`src/rtl/dsp_clk_sequencer.sv`:
```
// rtl/dsp_clk_sequencer.sv - PLL-lock sequencer producing DSP reset, 20 MHz clock enable and sample tick
//
// Purpose:
//   Holds the DSP datapath in reset until the PLL lock has been stable for
//   SETTLE_CYCLES cycles. It then produces a ce_20 enable every CE_DIV cycles
//   and a sample_tick every SAMPLE_DIV cycles. Both can be realigned by an
//   external sync pulse. Loss of lock while running forces a one-cycle FAULT
//   and sets the sticky lock_lost flag.
//
// Ports:
//   clk          200 MHz clock (PLL CLKOP)
//   rst          asynchronous active-high reset
//   pll_lock     PLL lock, asynchronous to clk
//   sync_in      external phase-alignment pulse, asynchronous
//   clr_fault    synchronous single-cycle clear of lock_lost
//   rst_dsp      registered datapath reset, active-high
//   ce_20        one-cycle enable every CE_DIV cycles while running
//   sample_tick  one-cycle tick every SAMPLE_DIV cycles, coincides with ce_20
//   sample_idx   sample_tick count since RUN entry or last sync
//   state        0 WAIT_LOCK, 1 SETTLE, 2 RUN, 3 FAULT
//   lock_lost    sticky flag: lock lost while in RUN

module dsp_clk_sequencer #(
    parameter int CE_DIV        = 10,
    parameter int SAMPLE_DIV    = 200,
    parameter int SETTLE_CYCLES = 1024,
    parameter int SYNC_STAGES   = 2
) (
    input  logic        clk,
    input  logic        rst,
    input  logic        pll_lock,
    input  logic        sync_in,
    input  logic        clr_fault,
    output logic        rst_dsp,
    output logic        ce_20,
    output logic        sample_tick,
    output logic [15:0] sample_idx,
    output logic [1:0]  state,
    output logic        lock_lost
);

    typedef enum logic [1:0] {
        WAIT_LOCK = 2'd0,
        SETTLE    = 2'd1,
        RUN       = 2'd2,
        FAULT     = 2'd3
    } state_t;

    localparam logic [7:0]  CE_LAST     = 8'(CE_DIV - 1);
    localparam logic [15:0] SMP_LAST    = 16'(SAMPLE_DIV - 1);
    localparam logic [15:0] SETTLE_LAST = 16'(SETTLE_CYCLES - 1);

    logic [SYNC_STAGES-1:0] lock_pipe_q;
    logic [SYNC_STAGES-1:0] sync_pipe_q;
    logic                   sync_s_d_q;

    state_t      state_q, state_d;
    logic [15:0] settle_q, settle_d;
    logic [7:0]  ce_cnt_q, ce_cnt_d;
    logic [15:0] smp_cnt_q, smp_cnt_d;
    logic [15:0] idx_q, idx_d;
    logic        rst_dsp_q, rst_dsp_d;
    logic        ce_20_q, ce_20_d;
    logic        tick_q, tick_d;
    logic        lock_lost_q, lock_lost_d;

    logic lock_s;
    logic sync_s;
    logic sync_edge;
    logic sync_edge_nx;

    assign lock_s    = lock_pipe_q[SYNC_STAGES-1];
    assign sync_s    = sync_pipe_q[SYNC_STAGES-1];
    assign sync_edge = sync_s & ~sync_s_d_q;

    // The sync edge seen in the next cycle is already visible one stage
    // earlier in the synchronizer. This lets ce_20/sample_tick stay registered
    // while still being suppressed in the cycle of the realignment edge.
    assign sync_edge_nx = sync_pipe_q[SYNC_STAGES-2] & ~sync_s;

    always_comb begin
        state_d   = state_q;
        settle_d  = settle_q;
        ce_cnt_d  = ce_cnt_q;
        smp_cnt_d = smp_cnt_q;
        idx_d     = idx_q;

        case (state_q)
            WAIT_LOCK: begin
                settle_d = '0;
                if (lock_s) begin
                    state_d = SETTLE;
                end
            end
            SETTLE: begin
                if (!lock_s) begin
                    state_d  = WAIT_LOCK;
                    settle_d = '0;
                end else if (settle_q == SETTLE_LAST) begin
                    state_d   = RUN;
                    settle_d  = '0;
                    ce_cnt_d  = '0;
                    smp_cnt_d = '0;
                    idx_d     = '0;
                end else begin
                    settle_d = settle_q + 16'd1;
                end
            end
            RUN: begin
                // Lock loss outranks a coincident sync edge.
                if (!lock_s) begin
                    state_d   = FAULT;
                    ce_cnt_d  = '0;
                    smp_cnt_d = '0;
                    idx_d     = '0;
                end else if (sync_edge) begin
                    ce_cnt_d  = '0;
                    smp_cnt_d = '0;
                    idx_d     = '0;
                end else begin
                    ce_cnt_d  = (ce_cnt_q == CE_LAST) ? 8'd0 : ce_cnt_q + 8'd1;
                    smp_cnt_d = (smp_cnt_q == SMP_LAST) ? 16'd0 : smp_cnt_q + 16'd1;
                    // A tick in this cycle bumps the index for the next one.
                    if (smp_cnt_q == SMP_LAST) begin
                        idx_d = idx_q + 16'd1;
                    end
                end
            end
            FAULT: begin
                state_d = WAIT_LOCK;
            end
            default: begin
                state_d = WAIT_LOCK;
            end
        endcase
    end

    always_comb begin
        rst_dsp_d = (state_d != RUN);
        ce_20_d   = (state_d == RUN) && (ce_cnt_d == CE_LAST) && !sync_edge_nx;
        tick_d    = (state_d == RUN) && (smp_cnt_d == SMP_LAST) && !sync_edge_nx;
        // Set on FAULT entry wins over a simultaneous clear.
        if (state_q == RUN && state_d == FAULT) begin
            lock_lost_d = 1'b1;
        end else if (clr_fault) begin
            lock_lost_d = 1'b0;
        end else begin
            lock_lost_d = lock_lost_q;
        end
    end

    always_ff @(posedge clk or posedge rst) begin
        if (rst) begin
            lock_pipe_q <= '0;
            sync_pipe_q <= '0;
            sync_s_d_q  <= 1'b0;
            state_q     <= WAIT_LOCK;
            settle_q    <= '0;
            ce_cnt_q    <= '0;
            smp_cnt_q   <= '0;
            idx_q       <= '0;
            rst_dsp_q   <= 1'b1;
            ce_20_q     <= 1'b0;
            tick_q      <= 1'b0;
            lock_lost_q <= 1'b0;
        end else begin
            lock_pipe_q <= {lock_pipe_q[SYNC_STAGES-2:0], pll_lock};
            sync_pipe_q <= {sync_pipe_q[SYNC_STAGES-2:0], sync_in};
            sync_s_d_q  <= sync_s;
            state_q     <= state_d;
            settle_q    <= settle_d;
            ce_cnt_q    <= ce_cnt_d;
            smp_cnt_q   <= smp_cnt_d;
            idx_q       <= idx_d;
            rst_dsp_q   <= rst_dsp_d;
            ce_20_q     <= ce_20_d;
            tick_q      <= tick_d;
            lock_lost_q <= lock_lost_d;
        end
    end

    assign rst_dsp     = rst_dsp_q;
    assign ce_20       = ce_20_q;
    assign sample_tick = tick_q;
    assign sample_idx  = idx_q;
    assign state       = state_q;
    assign lock_lost   = lock_lost_q;

endmodule
```
`config.mk`:
```
export PLATFORM = sky130hd
export DESIGN_NAME = dsp_clk_sequencer
export DESIGN_NICKNAME = d
export VERILOG_FILES = /design/src/rtl/dsp_clk_sequencer.sv
export SDC_FILE = /design/constraint.sdc
export NUM_CORES = 1
export LEC_CHECK = 0
export CAP_MARGIN = 15
export CORE_UTILIZATION = 40
export DETAILED_ROUTE_END_ITERATION = 8
export PLACE_DENSITY = 0.67
export SETUP_SLACK_MARGIN = 0.15
export SYNTH_ARGS = -nofsm -noshare
export SYNTH_HDL_FRONTEND = slang
export SYNTH_SLANG_ARGS = --single-unit
```
`constraint.sdc`:
```
create_clock -name clk -period 4.6 [get_ports clk]
set_clock_uncertainty 0.15 [all_clocks]
set_input_delay 0.92 -clock clk [delete_from_list [all_inputs] [get_ports clk]]
set_output_delay 0.92 -clock clk [all_outputs]
set_load 0.01 [all_outputs]
```
==> results of run 1 <==
==> cell families (layout without fill, tap and decap cells) <==
logic type      after synthesis  after routing  synth area share (%)
mux                           2              2                 0.555
simple gates                186            186                  27.7
compound gates               89             89                  15.1
buf+inv                      25             58                  2.98
flops                        67             67                  46.5
fa+ha+maj                     8              8                  2.77
xor+xnor                     18             18                  4.37
==> layer usage <==
layer,wire [um],vias to the layer above,global-route usage (%)
met5,0,-,0
met4,94,0,4.94
met3,301,12,4.05
met2,3560,65,27.4
met1,3940,1419,24.4
li1,-,1488,-
==> synth_stat cells, types with 2 or more instances <==
master | number | share of area, %
dfrtp_1 | 66 | 46
nand2_1 | 45 | 4.7
nor2_1 | 38 | 4.0
o21ai_0 | 33 | 4.6
nand3_1 | 23 | 3.2
and3_1 | 15 | 2.6
inv_1 | 14 | 1.5
nor3_1 | 12 | 1.7
o21ai_1 | 12 | 1.7
xor2_1 | 11 | 2.7
a21oi_1 | 9 | 1.2
nand4_1 | 9 | 1.6
ha_1 | 8 | 2.8
a22o_1 | 7 | 1.7
a31oi_1 | 7 | 1.2
xnor2_1 | 7 | 1.7
a21o_1 | 5 | 1.0
buf_2 | 5 | 0.69
clkbuf_1 | 5 | 0.52
nor4_1 | 5 | 0.87
and2_1 | 4 | 0.69
nand2b_1 | 4 | 0.69
or3_1 | 4 | 0.69
o22ai_1 | 3 | 0.52
o31ai_1 | 3 | 0.62
or4_1 | 3 | 0.62
and4_1 | 2 | 0.49
mux2i_1 | 2 | 0.55
nand4b_1 | 2 | 0.49
nand4bb_1 | 2 | 0.62
nor2b_1 | 2 | 0.35
nor3b_1 | 2 | 0.42
nor4_2 | 2 | 0.69
or2_1 | 2 | 0.35
==> how the worst max path moves through the flow <==
stage	startpoint	endpoint	slack (ps)
after floorplan	rst	ce_20	1850
after global placement	settle_q[0]	sample_tick	1540
after detailed placement	settle_q[0]	sample_tick	1380
after CTS	settle_q[0]	sample_tick	1370
after global routing	settle_q[0]	sample_tick	1120
final	settle_q[0]	sample_tick	1350
==> flip-flops by register name, summed over array words and instances, names as in the netlist <==
register / flops
sample_idx: 16
settle_q: 16
smp_cnt_q: 16
ce_cnt_q: 8
lock_pipe_q: 2
state: 2
sync_pipe_q: 2
ce_20: 1
lock_lost: 1
rst_dsp: 1
sample_tick: 1
sync_s_d_q: 1
==> worst reg2reg max path, delay by kind of cell, from the launching register on <==
family / cells / cell delay, ps
AOI/OAI and AO/OA: 3 / 1090
and+or+nand+nor: 4 / 1280
DFF: 1 / 400
adders and majority gates: 1 / 210
==> area by class of cell <==
cell class | instances | share of cell area, %
multi-input cells | 303 | 43.8
flip-flops and latches | 67 | 40.4
repair buffers | 28 | 6.62
clock buffers | 12 | 3.49
well taps | 108 | 3.25
inverters | 14 | 1.26
clock inverters | 4 | 1.20
==> power by group <==
part           internal (uW)  switching, uW  leakage [uW]
Combinational           61.4            138      0.000757
Clock                    265            223     0.0000926
Sequential               600           13.3      0.000919
Total                    926            375       0.00177
==> metrics by stage <==
stage / setup WS (ps) / util [%] / hold WS, ps / std cells / instance area, sq um
after CTS: 1370 / 47.7 / 210 / 536 / 4160
after global routing: 1120 / 47.7 / 213 / 536 / 4160
after floorplan: 1850 / - / 181 / 395 / 3610
after detailed placement: 1380 / 45.4 / 190 / 520 / 3960
final: 1350 / 47.7 / 212 / 536 / 4160
after global placement: 1540 / 45.4 / 189 / 520 / 3960
==> impl_results.rst, run 1 <==
.. list-table::
   :header-rows: 1

   * - Metric
     - Value
   * - DR WL/cell
     - approximately 15 um
   * - Vias in the first global route
     - 2895
   * - Cell count of the worst reg-to-reg path
     - 8
   * - Number of setup buffers added after CTS
     - 0
   * - Remaining global-route overflow
     - 0
   * - Clock slew at the register clock pins of the worst setup and hold paths
     - roughly 70 ps
   * - Average size of a mapped cell
     - about 9.1 sq um
   * - Biggest cell delay along the critical path
     - 720 ps
   * - Post-detailed-route count of antenna-violating nets
     - 0
   * - Register cell area after layout
     - ~1700 sq um
   * - Fraction of registers with async set or reset after synthesis
     - 100%
   * - Finish-stage setup viols
     - 0
   * - Fill cell count
     - 797
   * - Most prevalent standard cell on the critical path
     - o21ai_1
   * - Number of top-level pins
     - 27
   * - Layout area overhead
     - 15.3%
   * - Flops & latches, synth
     - 67
   * - Period Utilization, post-route
     - between 70 and 80%
   * - Run status
     - complete, no violations
   * - Ratio of cells with drive above 1 in the final layout
     - a little over 6%
   * - Antenna violations before repair
     - 0
   * - Crit Reg-Reg Startpoint
     - settle_q[0]
   * - Category of cells accounting for the largest share of critical-path delay
     - simple AND/OR/NAND/NOR gates
   * - Worst supply voltage drop on vdd
     - around 0.18 mV
   * - Effective utilization at floorplan
     - about two fifths
   * - Cell area after synthesis
     - between 3000 and 4000 sq um
   * - RePlAce Congestion
     - ~0.87
   * - First-pass GRT wire length
     - approximately 14000 um
   * - Maximum capacitance violations
     - 0
   * - RSZ-0062 raised after global routing
     - false
   * - Detailed-router iteration count before antenna repair
     - 4
   * - Most frequent standard cell in the layout excluding fill and tap cells
     - dfrtp_1
   * - TNS Setup
     - 0 ps
   * - Path length in cells of the critical path
     - 8
   * - Core Box Area
     - slightly below 9000 sq um
   * - Clock Path Buffers
     - 2
   * - Peak fanout along the critical path
     - 12
   * - Worst path buffer plus inverter count
     - 0
   * - End point of the worst hold path
     - lock_pipe_q[1]
   * - DRC
     - 0
   * - EDFF count, synth
     - 0
   * - Syn Inst Count
     - 395
   * - Inserted Diodes
     - 0
   * - Minimum clock period after layout
     - approximately 3300 ps
   * - Tightest Hold Check Type
     - reg2reg
   * - Die Span X
     - between 90 and 100 um
   * - Worst rel slew slack
     - a little under two fifths
   * - Worst setup EP type
     - flop
   * - Standard cell with the maximum stage delay on the critical path
     - o21ai_1
   * - Element type at the critical path start
     - flop
   * - Power per unit of standard cell area
     - around 310 nW/um^2
   * - Crit path cell chain
     - ha_1 > and3_1 > nand4_2 > o21ai_1 > o21ai_1 > a21o_1 > or4b_1 > nor4_1
   * - Maximum number of pins on one net before global-route repair
     - 46
   * - Count of distinct cell types in the synthesized netlist
     - between 50 and 60
   * - R2R Path End
     - sample_tick
   * - Total power
     - between 1000 and 1500 uW
   * - Post-detail-place hpwl
     - about 5500 um
   * - Share of synthesized area occupied by flip-flops and latches
     - 46.5%
   * - Final slew viol count
     - 0
   * - Worst-margin pin slew
     - 944 ps
   * - Final hold violation count
     - 0
   * - Highest clock rate
     - approximately 0.31 GHz
   * - Critical path class
     - reg2reg
   * - Overall global routing resource usage
     - 17.5%
   * - Worst hold path startpoint
     - lock_pipe_q[0]
   * - Clock tree from TritonCTS
     - built
   * - Post-cts resize count
     - 0
   * - Root buffer cell
     - clkbuf_8
   * - Number of sinks handled by clock tree synthesis
     - 67
   * - Skew-Pair Late Insertion Delay
     - 340 ps
   * - # port buffers
     - 26
   * - Synthesized netlist net count
     - approximately 410
   * - Number of vias per cell after detailed routing
     - between 5 and 6
   * - Data required, critical path
     - 4680 ps
   * - Setup slack on the worst flop-to-flop path
     - around 1300 ps
   * - Area of the multi-input gates
     - around 1800 sq um
   * - Vias
     - a little under 3000
   * - Most frequent cells in the layout
     - dfrtp_1, nand2_1, nor2_1
   * - Placement row count
     - 34
   * - Detailed router's first-iteration violation count
     - approximately 210
   * - Die boundary height
     - 97.0 um
   * - Most instantiated flip-flop cell in the synthesis netlist
     - dfrtp_1
   * - Total of warnings raised by yosys
     - 0
   * - Final Routed Wirelength
     - ~7900 um
   * - Cts bufs inserted
     - 9
   * - WP data arrival
     - 3330 ps
   * - Deepest level of the CTS H-tree
     - 3
   * - Net count reported at finish
     - 436
   * - Area of the die
     - 9400 sq um
   * - Worst Hold Path Cells
     - 0
   * - Static Leakage
     - between 0.0015 and 0.002 uW
   * - Post-CTS Hold Buffers
     - 0
Power figures use the tool's default switching activity.
==> run 2: changes to the inputs <==
--- a/config.mk
+++ b/config.mk
@@ -8,7 +8,7 @@
 export CAP_MARGIN = 15
 export CORE_UTILIZATION = 40
 export DETAILED_ROUTE_END_ITERATION = 8
-export PLACE_DENSITY = 0.67
+export PLACE_DENSITY = 0.69
 export SETUP_SLACK_MARGIN = 0.15
 export SYNTH_ARGS = -nofsm -noshare
 export SYNTH_HDL_FRONTEND = slang
==> constraint.sdc (replaced) <==
create_clock -name clk -period 2.6 [get_ports clk]
set_clock_uncertainty 0.15 [all_clocks]
set_input_delay 0.52 -clock clk [delete_from_list [all_inputs] [get_ports clk]]
set_output_delay 0.52 -clock clk [all_outputs]
set_load 0.01 [all_outputs]
==> run 2 against run 1 <==
  * Via count up 12%
  * Critical endpoint unchanged
  * Die area did not move
  * Global-route usage increased by 3.7 points
  * First-iteration DRC count shrank 3.9%
  * Sequential share of layout area is 5.0 points lower
  * Critical path depth unchanged
==> impl_results.rst, run 2 (synthesis results as in run 1) <==
.. list-table::
   :header-rows: 1

   * - Metric
     - Value
   * - Detailed router's first-iteration violation count
     - 199
   * - RSZ-0062 raised after global routing
     - true
   * - Placement row count
     - 34
   * - Post-Layout Cell Count
     - 574
   * - Post-detail-place hpwl
     - roughly 6000 um
   * - Peak fanout along the critical path
     - 6
   * - Vias in the first global route
     - approximately 3300
   * - Detailed-router iteration count before antenna repair
     - 5
   * - Static Leakage
     - ~0.002 uW
   * - Most frequent standard cell in the layout excluding fill and tap cells
     - dfrtp_1
   * - Highest clock rate
     - 0.401 GHz
   * - Skew-Pair Late Insertion Delay
     - about 360 ps
   * - Element type at the critical path start
     - flop
   * - Fill cell count
     - roughly 750
   * - First-pass GRT wire length
     - about 16000 um
   * - Clock tree from TritonCTS
     - built
   * - Inserted Diodes
     - 0
   * - Antenna violations before repair
     - 0
   * - Clock slew at the register clock pins of the worst setup and hold paths
     - ~80 ps
   * - Deepest level of the CTS H-tree
     - 3
   * - Final Routed Wirelength
     - 9790 um
   * - Data required, critical path
     - approximately 2700 ps
   * - Area of the multi-input gates
     - 2110 sq um
   * - Sequential Power Share
     - between 40 and 50%
   * - Clock Path Buffers
     - 2
   * - Worst setup EP type
     - flop
   * - Place WS
     - -59.2 ps
   * - Worst Slack Setup Final
     - 106 ps
   * - Root buffer cell
     - clkbuf_8
   * - Setup slack on the worst flop-to-flop path
     - between 100 and 150 ps
   * - Maximum number of pins on one net before global-route repair
     - 68
   * - Cts bufs inserted
     - 9
   * - Die Span X
     - between 90 and 100 um
   * - DRC
     - 0
   * - NetSw
     - just under 800 uW
   * - Worst-margin pin slew
     - 540 ps
   * - Number of vias per cell after detailed routing
     - ~6
   * - Core Box Area
     - 8720 sq um
   * - Tightest Hold Check Type
     - reg2reg
   * - Run status
     - complete, no violations
   * - Switching fraction of total power
     - between 30 and 40%
   * - Worst supply voltage drop on vdd
     - 0.336 mV
   * - Period Utilization, post-route
     - ~96%
   * - Area of the die
     - roughly 9400 sq um
   * - TNS Setup
     - 0 ps
   * - Final hold violation count
     - 0
   * - Layout area overhead
     - 31.8%
   * - Number of top-level pins
     - 27
   * - Die boundary height
     - roughly 97 um
   * - Post-CTS Hold Buffers
     - 0
   * - Clock group share of total power
     - between 30 and 40%
   * - RePlAce Congestion
     - roughly 0.95
   * - Maximum capacitance violations
     - 0
   * - Effective utilization at floorplan
     - approximately two fifths
   * - Most frequent cells in the layout
     - dfrtp_1, nand2_1, buf_4
   * - Final slew viol count
     - 0
   * - Post-detailed-route count of antenna-violating nets
     - 0
   * - Cell area after placement
     - 4110 sq um
   * - Critical path class
     - reg2reg
   * - Register cell area after layout
     - roughly 1700 sq um
   * - Area of all placed cells without fillers
     - ~4800 sq um
   * - Total placed cells including tap cells
     - 535
   * - Minimum clock period after layout
     - 2490 ps
   * - Overall global routing resource usage
     - a little over a fifth
   * - Share of the core filled with cells in the final layout
     - 54.5%
   * - Internal Pwr Total
     - about 1800 uW
   * - Power per unit of standard cell area
     - 538 nW/um^2
   * - Net count reported at finish
     - 474
   * - # port buffers
     - 26
   * - Ratio of cells with drive above 1 in the final layout
     - 23.4%
   * - Remaining global-route overflow
     - 0
   * - DR WL/cell
     - 17.1 um
   * - Number of sinks handled by clock tree synthesis
     - 67
   * - WP data arrival
     - 2610 ps
   * - Finish-stage setup viols
     - 0
   * - Worst rel slew slack
     - ~64%
   * - Vias
     - 3348
   * - Proportion of power drawn by combinational gates
     - approximately a quarter
## run 2: cell types whose count changed in the layout (fill, tap and decap cells not counted), moves of 4 or more
cell / delta
buf_4: +36
nor2_1: -6
ha_1: -5
nor4_4: +4
nor2_2: +4
ha_4: +4
## run 2: area by class of cell
| class | count | area share (%) |
|---|---|---|
| multi-input combinational | 303 | 44.3 |
| sequential | 67 | 35.4 |
| timing repair buffer | 66 | 12.3 |
| tap | 108 | 2.84 |
| clock buffer | 10 | 2.68 |
| clock inverter | 6 | 1.39 |
| inverter | 14 | 1.11 |
## run 2: metal layers
layer / up-vias / GRT usage, % / part of all wire, % / routed length, um
li1: 1568 / - / - / -
met1: 1627 / 27.6 / 44 / 4260
met2: 131 / 34.6 / 49 / 4820
met3: 22 / 5.56 / 5.6 / 546
met4: 0 / 6.77 / 1.6 / 157
met5: - / 0 / 0 / 0
## run 2: timing repair
action / 4_1_cts / 5_1_grt
pin swaps: 17 / 9
gates resized for setup: 34 / 26
setup buffers: 21 / 2
endpoints found under the setup margin: 6 / 13
## run 2: final timing paths
kind | from | end | depth (start not counted)
worst max-delay path | smp_cnt_q[7] | sample_tick | 8
worst min-delay path | lock_pipe_q[0] | lock_pipe_q[1] | 0
worst max register to register | smp_cnt_q[7] | sample_tick | 8
worst min register to register | lock_pipe_q[0] | lock_pipe_q[1] | 0
max in group asynchronous | rst | rst_dsp | 3
min in group asynchronous | rst | sample_idx[15] | 3
## run 2: through the flow
step           hold slack [ps]  power, uW
2_1_floorplan              181       1370
3_3_place_gp               190       1540
3_5_place_dp               186       1560
4_1_cts                    204       2530
5_1_grt                    206       2660
6_report                   201       2560
## run 2: power by group through the flow
stage | Sequential (uW) | Combinational, uW | Clock [uW]
6_report | 1080 | 607 | 874
5_1_grt | 1080 | 654 | 927
4_1_cts | 1080 | 569 | 888
3_5_place_dp | 1100 | 461 | 0
3_3_place_gp | 1090 | 449 | 0
2_1_floorplan | 1100 | 263 | 0
## run 2: worst max-delay path, cell delays in order (launching register included)
cell	delay [ps]
dfrtp_1	520
nand4_1	200
buf_4	180
nor4_1	460
nor3_1	100
o21ai_0	150
o21ai_0	140
nand4b_1	240
nor4_2	260
